### config.mk
export PLATFORM = sky130hd
export DESIGN_NAME = echo_sample_sequencer_flat
export DESIGN_NICKNAME = d
export VERILOG_FILES = /design/src/rtl/echo_sample_sequencer_if.sv /design/src/rtl/echo_sample_sequencer.sv /design/src/flat_wrapper.sv
export SDC_FILE = /design/constraint.sdc
export NUM_CORES = 1
export LEC_CHECK = 0
export BUFFER_PORTS_ARGS = -buffer_cell sky130_fd_sc_hd__buf_2
export CORE_MARGIN = 10
export CORE_UTILIZATION = 36
export DETAILED_ROUTE_END_ITERATION = 7
export SETUP_SLACK_MARGIN = 0.05
export SYNTH_ARGS = -nofsm -noshare
export SYNTH_HDL_FRONTEND = slang
export SYNTH_SLANG_ARGS = --single-unit
export TNS_END_PERCENT = 1
### constraint.sdc
create_clock -name clk_operation -period 10.8 [get_ports clk_operation]
set_input_delay 2.16 -clock clk_operation [delete_from_list [all_inputs] [get_ports clk_operation]]
set_output_delay 2.16 -clock clk_operation [all_outputs]
set_load 0.1 [all_outputs]
### src/rtl/echo_sample_sequencer_if.sv
// Control, sample and status bundle between the echo-canceller front end and the sample sequencer.
interface echo_sample_sequencer_if;
  logic        enable;
  logic [12:0] set_sampling_period;
  logic [3:0]  set_lag;
  logic [15:0] adc_sig16b;
  logic        adc_valid;
  logic [15:0] rx_sig16b;
  logic        rx_valid;
  logic        clear_flags;
  logic [12:0] sampling_cycle_counter;
  logic        frame_start;
  logic [15:0] sig16b;
  logic [15:0] sig16b_lag;
  logic [12:0] frame_count;
  logic        overrun;
  logic        underrun;

  modport master (
    output enable, set_sampling_period, set_lag, adc_sig16b, adc_valid,
           rx_sig16b, rx_valid, clear_flags,
    input  sampling_cycle_counter, frame_start, sig16b, sig16b_lag,
           frame_count, overrun, underrun
  );

  modport slave (
    input  enable, set_sampling_period, set_lag, adc_sig16b, adc_valid,
           rx_sig16b, rx_valid, clear_flags,
    output sampling_cycle_counter, frame_start, sig16b, sig16b_lag,
           frame_count, overrun, underrun
  );
endinterface

### src/rtl/echo_sample_sequencer.sv
// Frames asynchronous send/receive sample strobes into fixed-length periods and presents
// one lag-aligned send sample plus one received sample per frame to the downstream canceller.
module echo_sample_sequencer #(
  parameter int HIST_DEPTH = 16
) (
  input  logic                    clk_operation,
  input  logic                    rst,
  echo_sample_sequencer_if.slave  bus
);
  localparam int IDX_W = (HIST_DEPTH > 1) ? $clog2(HIST_DEPTH) : 1;

  logic [12:0]      period_r;
  logic [12:0]      eff_period_s;
  logic [12:0]      term_cnt_s;
  logic [12:0]      cnt_r;
  logic [12:0]      frame_count_r;
  logic [3:0]       lag_r;
  logic [IDX_W-1:0] lag_idx_s;
  logic             frame_start_r;
  logic             wrap_s;
  logic [15:0]      pend_tx_r;
  logic [15:0]      pend_rx_r;
  logic             tx_got_r;
  logic             rx_got_r;
  logic [15:0]      new_tx_s;
  logic [15:0]      new_rx_s;
  logic [15:0]      aligned_s;
  logic [15:0]      sig_r;
  logic [15:0]      sig_lag_r;
  logic [15:0]      hist_r [HIST_DEPTH];
  logic             overrun_r;
  logic             underrun_r;
  logic             ovr_evt_s;
  logic             und_evt_s;

  // Frame timing, wrap-time sample selection and flag events.
  always_comb begin
    eff_period_s = period_r;
    term_cnt_s   = 13'd0;
    wrap_s       = 1'b0;
    new_tx_s     = pend_tx_r;
    new_rx_s     = pend_rx_r;
    aligned_s    = 16'd0;
    lag_idx_s    = IDX_W'(lag_r - 4'd1);
    ovr_evt_s    = 1'b0;
    und_evt_s    = 1'b0;

    // A period below 2 would make frame_start a constant; clamp it.
    if (period_r < 13'd2) begin
      eff_period_s = 13'd2;
    end else begin
      eff_period_s = period_r;
    end
    term_cnt_s = eff_period_s - 13'd1;

    if (bus.enable && (cnt_r == term_cnt_s)) begin
      wrap_s = 1'b1;
    end else begin
      wrap_s = 1'b0;
    end

    if (bus.adc_valid) begin
      new_tx_s = bus.adc_sig16b;
    end else begin
      new_tx_s = pend_tx_r;
    end

    if (bus.rx_valid) begin
      new_rx_s = bus.rx_sig16b;
    end else begin
      new_rx_s = pend_rx_r;
    end

    if (lag_r == 4'd0) begin
      aligned_s = new_tx_s;
    end else begin
      aligned_s = hist_r[lag_idx_s];
    end

    if (bus.enable) begin
      ovr_evt_s = (bus.adc_valid & tx_got_r) | (bus.rx_valid & rx_got_r);
    end else begin
      ovr_evt_s = 1'b0;
    end

    if (wrap_s) begin
      und_evt_s = (~tx_got_r & ~bus.adc_valid) | (~rx_got_r & ~bus.rx_valid);
    end else begin
      und_evt_s = 1'b0;
    end
  end

  // Counter, pending samples, history line and frame outputs.
  always_ff @(posedge clk_operation) begin
    if (rst) begin
      cnt_r         <= 13'd0;
      frame_count_r <= 13'd0;
      frame_start_r <= 1'b0;
      period_r      <= bus.set_sampling_period;
      lag_r         <= bus.set_lag;
      pend_tx_r     <= 16'd0;
      pend_rx_r     <= 16'd0;
      tx_got_r      <= 1'b0;
      rx_got_r      <= 1'b0;
      sig_r         <= 16'd0;
      sig_lag_r     <= 16'd0;
      for (int k = 0; k < HIST_DEPTH; k++) begin
        hist_r[k] <= 16'd0;
      end
    end else if (bus.enable) begin
      frame_start_r <= wrap_s;
      if (wrap_s) begin
        cnt_r         <= 13'd0;
        frame_count_r <= frame_count_r + 13'd1;
        period_r      <= bus.set_sampling_period;
        lag_r         <= bus.set_lag;
        sig_r         <= aligned_s;
        sig_lag_r     <= new_rx_s;
        // Keeping the last sample lets an empty frame repeat it.
        pend_tx_r     <= new_tx_s;
        pend_rx_r     <= new_rx_s;
        tx_got_r      <= 1'b0;
        rx_got_r      <= 1'b0;
        hist_r[0]     <= new_tx_s;
        for (int k = 1; k < HIST_DEPTH; k++) begin
          hist_r[k] <= hist_r[k-1];
        end
      end else begin
        cnt_r <= cnt_r + 13'd1;
        if (bus.adc_valid) begin
          pend_tx_r <= bus.adc_sig16b;
          tx_got_r  <= 1'b1;
        end else begin
          pend_tx_r <= pend_tx_r;
          tx_got_r  <= tx_got_r;
        end
        if (bus.rx_valid) begin
          pend_rx_r <= bus.rx_sig16b;
          rx_got_r  <= 1'b1;
        end else begin
          pend_rx_r <= pend_rx_r;
          rx_got_r  <= rx_got_r;
        end
      end
    end else begin
      cnt_r <= cnt_r;
    end
  end

  // Sticky status flags; a same-cycle set beats clear_flags.
  always_ff @(posedge clk_operation) begin
    if (rst) begin
      overrun_r  <= 1'b0;
      underrun_r <= 1'b0;
    end else begin
      if (ovr_evt_s) begin
        overrun_r <= 1'b1;
      end else if (bus.clear_flags) begin
        overrun_r <= 1'b0;
      end else begin
        overrun_r <= overrun_r;
      end
      if (und_evt_s) begin
        underrun_r <= 1'b1;
      end else if (bus.clear_flags) begin
        underrun_r <= 1'b0;
      end else begin
        underrun_r <= underrun_r;
      end
    end
  end

  assign bus.sampling_cycle_counter = cnt_r;
  assign bus.frame_start            = frame_start_r;
  assign bus.sig16b                 = sig_r;
  assign bus.sig16b_lag             = sig_lag_r;
  assign bus.frame_count            = frame_count_r;
  assign bus.overrun                = overrun_r;
  assign bus.underrun               = underrun_r;
endmodule

### src/flat_wrapper.sv
// flat-port wrapper written by rule: the top's interface ports become plain ports
module echo_sample_sequencer_flat 
#(
  parameter int HIST_DEPTH = 16
)
  (clk_operation, rst, bus_enable, bus_set_sampling_period, bus_set_lag, bus_adc_sig16b, bus_adc_valid, bus_rx_sig16b, bus_rx_valid, bus_clear_flags, bus_sampling_cycle_counter, bus_frame_start, bus_sig16b, bus_sig16b_lag, bus_frame_count, bus_overrun, bus_underrun);
  echo_sample_sequencer_if bus_i ();
  input  logic clk_operation;
  input  logic rst;
  input wire logic [$bits(bus_i.enable)-1:0] bus_enable;
  input wire logic [$bits(bus_i.set_sampling_period)-1:0] bus_set_sampling_period;
  input wire logic [$bits(bus_i.set_lag)-1:0] bus_set_lag;
  input wire logic [$bits(bus_i.adc_sig16b)-1:0] bus_adc_sig16b;
  input wire logic [$bits(bus_i.adc_valid)-1:0] bus_adc_valid;
  input wire logic [$bits(bus_i.rx_sig16b)-1:0] bus_rx_sig16b;
  input wire logic [$bits(bus_i.rx_valid)-1:0] bus_rx_valid;
  input wire logic [$bits(bus_i.clear_flags)-1:0] bus_clear_flags;
  output wire logic [$bits(bus_i.sampling_cycle_counter)-1:0] bus_sampling_cycle_counter;
  output wire logic [$bits(bus_i.frame_start)-1:0] bus_frame_start;
  output wire logic [$bits(bus_i.sig16b)-1:0] bus_sig16b;
  output wire logic [$bits(bus_i.sig16b_lag)-1:0] bus_sig16b_lag;
  output wire logic [$bits(bus_i.frame_count)-1:0] bus_frame_count;
  output wire logic [$bits(bus_i.overrun)-1:0] bus_overrun;
  output wire logic [$bits(bus_i.underrun)-1:0] bus_underrun;
  assign bus_i.enable = bus_enable;
  assign bus_i.set_sampling_period = bus_set_sampling_period;
  assign bus_i.set_lag = bus_set_lag;
  assign bus_i.adc_sig16b = bus_adc_sig16b;
  assign bus_i.adc_valid = bus_adc_valid;
  assign bus_i.rx_sig16b = bus_rx_sig16b;
  assign bus_i.rx_valid = bus_rx_valid;
  assign bus_i.clear_flags = bus_clear_flags;
  assign bus_sampling_cycle_counter = bus_i.sampling_cycle_counter;
  assign bus_frame_start = bus_i.frame_start;
  assign bus_sig16b = bus_i.sig16b;
  assign bus_sig16b_lag = bus_i.sig16b_lag;
  assign bus_frame_count = bus_i.frame_count;
  assign bus_overrun = bus_i.overrun;
  assign bus_underrun = bus_i.underrun;
  echo_sample_sequencer #(.HIST_DEPTH(HIST_DEPTH)) u_core (.clk_operation(clk_operation), .rst(rst), .bus(bus_i));
endmodule
==> results by group <==
Clock network
  • Num Clock Sinks: 368
  • Setup bufs post-CTS: 0
  • CTS tree: done
  • Reg clk slew, reported paths: 0.06 ns
  • # H-tree levels: 2
  • Root Buffer: clkbuf_16
  • Clk_lat worst skew: 0.53 ns
  • Hold_buf cts: 0
  • CTS buffer count: 40
  • Post-CTS resize count: 0
  • Clock Path Buffers: 3

GRT
  • Vias in the first global route: 10,100
  • Largest net degree at the start of global routing: 180
  • GRT Total Usage: 13.5%
  • Grt ovf: 0
  • Antenna violations before repair: 0
  • Wire length of the first global-routing pass: 59.3 mm

STA
  • Sum of negative setup slack: 0 ns
  • PnR worst setup slack: 5.48 ns
  • Clock skew: 0.0110 ns
  • Peak Freq: 188 MHz
  • Final Max Slew Viols: 0
  • Slew margin rel.: 23.7%
  • Worst-Margin Slew: 1.13 ns
  • Final Hold Fails: 0
  • Fin crit period: 5.32 ns
  • Setup Viol. Count Final: 0
  • RSZ-0062 raised after global routing: false
  • Tcrit/Tclk final: 49.3%

Run status
  • Status: finished, final reports clean

Detailed routing
  • Mean routed wirelength per cell: 19.1 um
  • # DRC: 0
  • WL final: 37.9 mm
  • Via count: 10,200
  • Via/cell ratio: 5.12
  • Routed Antenna Nets: 0
  • Pre-Repair DR Iteration Count: 4
  • Drt initial violations: 763

Place
  • Cell Area, Placed: 17,600 sq um
  • Pre-CTS setup slack: 5.36 ns
  • Final GP Congestion: 0.831
  • Post-DP HPWL: 23.0 mm
  • PortBufs: 115

Worst setup path
  • Worst path max stage delay: 0.79 ns
  • Buffers and inverters on the worst path: 2
  • CP Depth: 11
  • CP top delay family: simple AND/OR/NAND/NOR gates
  • Worst setup EP type: flip-flop
  • CP arrival: 5.46 ns
  • Setup CP Type: flip-flop to flip-flop
  • Cell Chain, Critical Path: or4_1 -> o31ai_1 -> ha_1 -> nand2b_1 -> o31a_1 -> or4b_1 -> and3_1 -> nor4_2 -> buf_4 -> or2_4 -> buf_4
  • Critical Path RT: 10.94 ns
  • Worst reg2reg path depth: 11
  • Startpoint Class: flip-flop
  • Worst-path fanout max: 79
  • Slowest stage cell, crit path: buf_4
  • Cell with the most instances on the worst path: buf_4

Floorplanning
  • Cell row count: 78
  • Die area: 54,900 sq um
  • Die span in y: 234 um
  • Initial Util: 36.5%
  • Core box area: 45,400 sq um
  • Die X: 234 um
  • I/O pin cnt: 116

Power and ir drop
  • Sequential share of power: 48.7%
  • Total chip power: 3.29 mW
  • Clk pwr share: 42.4%
  • Int Pwr: 2.53 mW
  • Pleak: 6.88 nW
  • Max rail drop VDD: 0.119 mV
  • Net Sw Power: 0.753 mW
  • Power per cell area: 173 nW/um^2
  • Combinational share of power: 8.8%
  • Sw Ratio: 22.9%

Layout
  • N_diodes: 0
  • Fillers: 4,227
  • Commonest non-fill, non-tap cells in the layout: edfxtp_1 (273), and2_1 (147), nand2_1 (139)
  • Commonest non-fill, non-tap cell in the layout: edfxtp_1
  • Design Area, Final: 19,000 sq um
  • Fin nets: 1,410
  • P&R area growth vs syn: 14.7%
  • Final core utilization: 41.8%
  • Layout cells sized above 1: 21.4%

Synth
  • Syn Area/Cell: 13.1 sq um
  • Async SR Flop Fraction: 0%
  • Main synth FF type: edfxtp_1
  • Syn_nets: 1,326
  • Post-synthesis sequential area ratio: 61.0%
  • Post-synthesis cell type count: 43
  • Synthesized instance count: 1,266
  • Mapped cell area: 16,500 sq um
  • Synthesis-stage register bit count: 368
  • EDFF count, synth: 273
  • Yosys warnings: 0

Worst hold path
  • Worst Hold Class: flip-flop to flip-flop
  • Hold depth: 2

Job
  • Maxcap violations: 0
-- stage by stage --
step	hold WS (ns)	std cells
floorplan	0.434	1266
CTS	0.454	1982
global placement	0.439	1908
global route	0.464	1982
finish	0.452	1982
detailed placement	0.446	1908
-- Yosys cell counts (all sizes together), types with 8 or more instances --
library cell	number	share of area, %
nand4	8	0.30
xor2	11	0.58
nor4	24	0.91
edfxtp	273	50
nor2b	105	4.0
nor2	70	1.6
mux2i	50	3.0
mux2	25	1.7
buf	24	0.91
and2	147	5.6
xnor2	20	1.1
mux4	64	8.7
a31oi	18	0.68
clkbuf	64	1.5
a21oi	37	1.1
nand2	139	3.2
dfxtp	95	11
a32o	16	0.97
-- cell type report --
cell class	count	area (sq um)	area share, %
Multi-Input combinational cell	805	6070	32.0
Sequential cell	368	10100	53.2
Tap cell	600	751	3.95
Inverter	5	18.8	0.0989
Clock buffer	58	1150	6.08
Timing Repair Buffer	130	707	3.72
Clock inverter	16	188	0.989
-- worst reg2reg max path, delay by kind of cell (launching register included) --
family / cells / cell delay (ns)
buffers and inverters: 2 / 1.20
flip-flops: 1 / 0.47
AO/OA/AOI/OAI: 2 / 0.74
adder cells (fa/ha/maj): 1 / 0.29
AND/OR/NAND/NOR: 6 / 2.16
-- worst paths after layout --
| check | startpoint | to | slack (ns) |
|---|---|---|---|
| setup / recovery | u_core.period_r[9] | u_core.hist_r[1][12] | 5.48 |
| hold / removal | u_core.pend_tx_r[1] | u_core.pend_tx_r[1] | 0.45 |
| setup reg to reg | u_core.period_r[9] | u_core.hist_r[1][12] | 5.48 |
| hold reg to reg | u_core.pend_tx_r[1] | u_core.pend_tx_r[1] | 0.45 |
-- metal layers --
metal | global-route usage (%) | part of all wire, %
met1 | 18.9 | 46
met2 | 21.8 | 48
met3 | 1.98 | 3.9
met4 | 3.46 | 1.9
met5 | 0 | 0
-- registers in the layout, indices dropped and copies added, names as in the netlist --
| signal | flops |
|---|---|
| u_core.hist_r | 256 |
| u_core.bus.sig16b | 16 |
| u_core.bus.sig16b_lag | 16 |
| u_core.pend_rx_r | 16 |
| u_core.pend_tx_r | 16 |
| u_core.bus.frame_count | 13 |
| u_core.bus.sampling_cycle_counter | 13 |
| u_core.period_r | 13 |
| u_core.lag_r | 4 |
| u_core.bus.frame_start | 1 |
| u_core.bus.overrun | 1 |
| u_core.bus.underrun | 1 |
| u_core.rx_got_r | 1 |
| u_core.tx_got_r | 1 |
-- logic make-up (layout without fill, tap and decap cells) --
group / after synthesis / in the layout / synth area share (%)
mux: 139 / 139 / 13.4
compound gates: 94 / 94 / 3.89
buf+inv: 93 / 209 / 2.48
xor+xnor: 31 / 31 / 1.64
fa+ha+maj: 5 / 5 / 0.378
flops: 368 / 368 / 61.0
simple gates: 536 / 536 / 17.1
-- power groups by stage --
stage / Combinational (mW) / Clock, mW / Sequential [mW]
6_report: 0.291 / 1.39 / 1.60
5_1_grt: 0.316 / 1.48 / 1.61
4_1_cts: 0.296 / 1.42 / 1.60
3_5_place_dp: 0.294 / 0 / 1.63
3_3_place_gp: 0.291 / 0 / 1.63
2_1_floorplan: 0.202 / 0 / 1.63
Note: power is estimated with default switching activity, not from simulation.
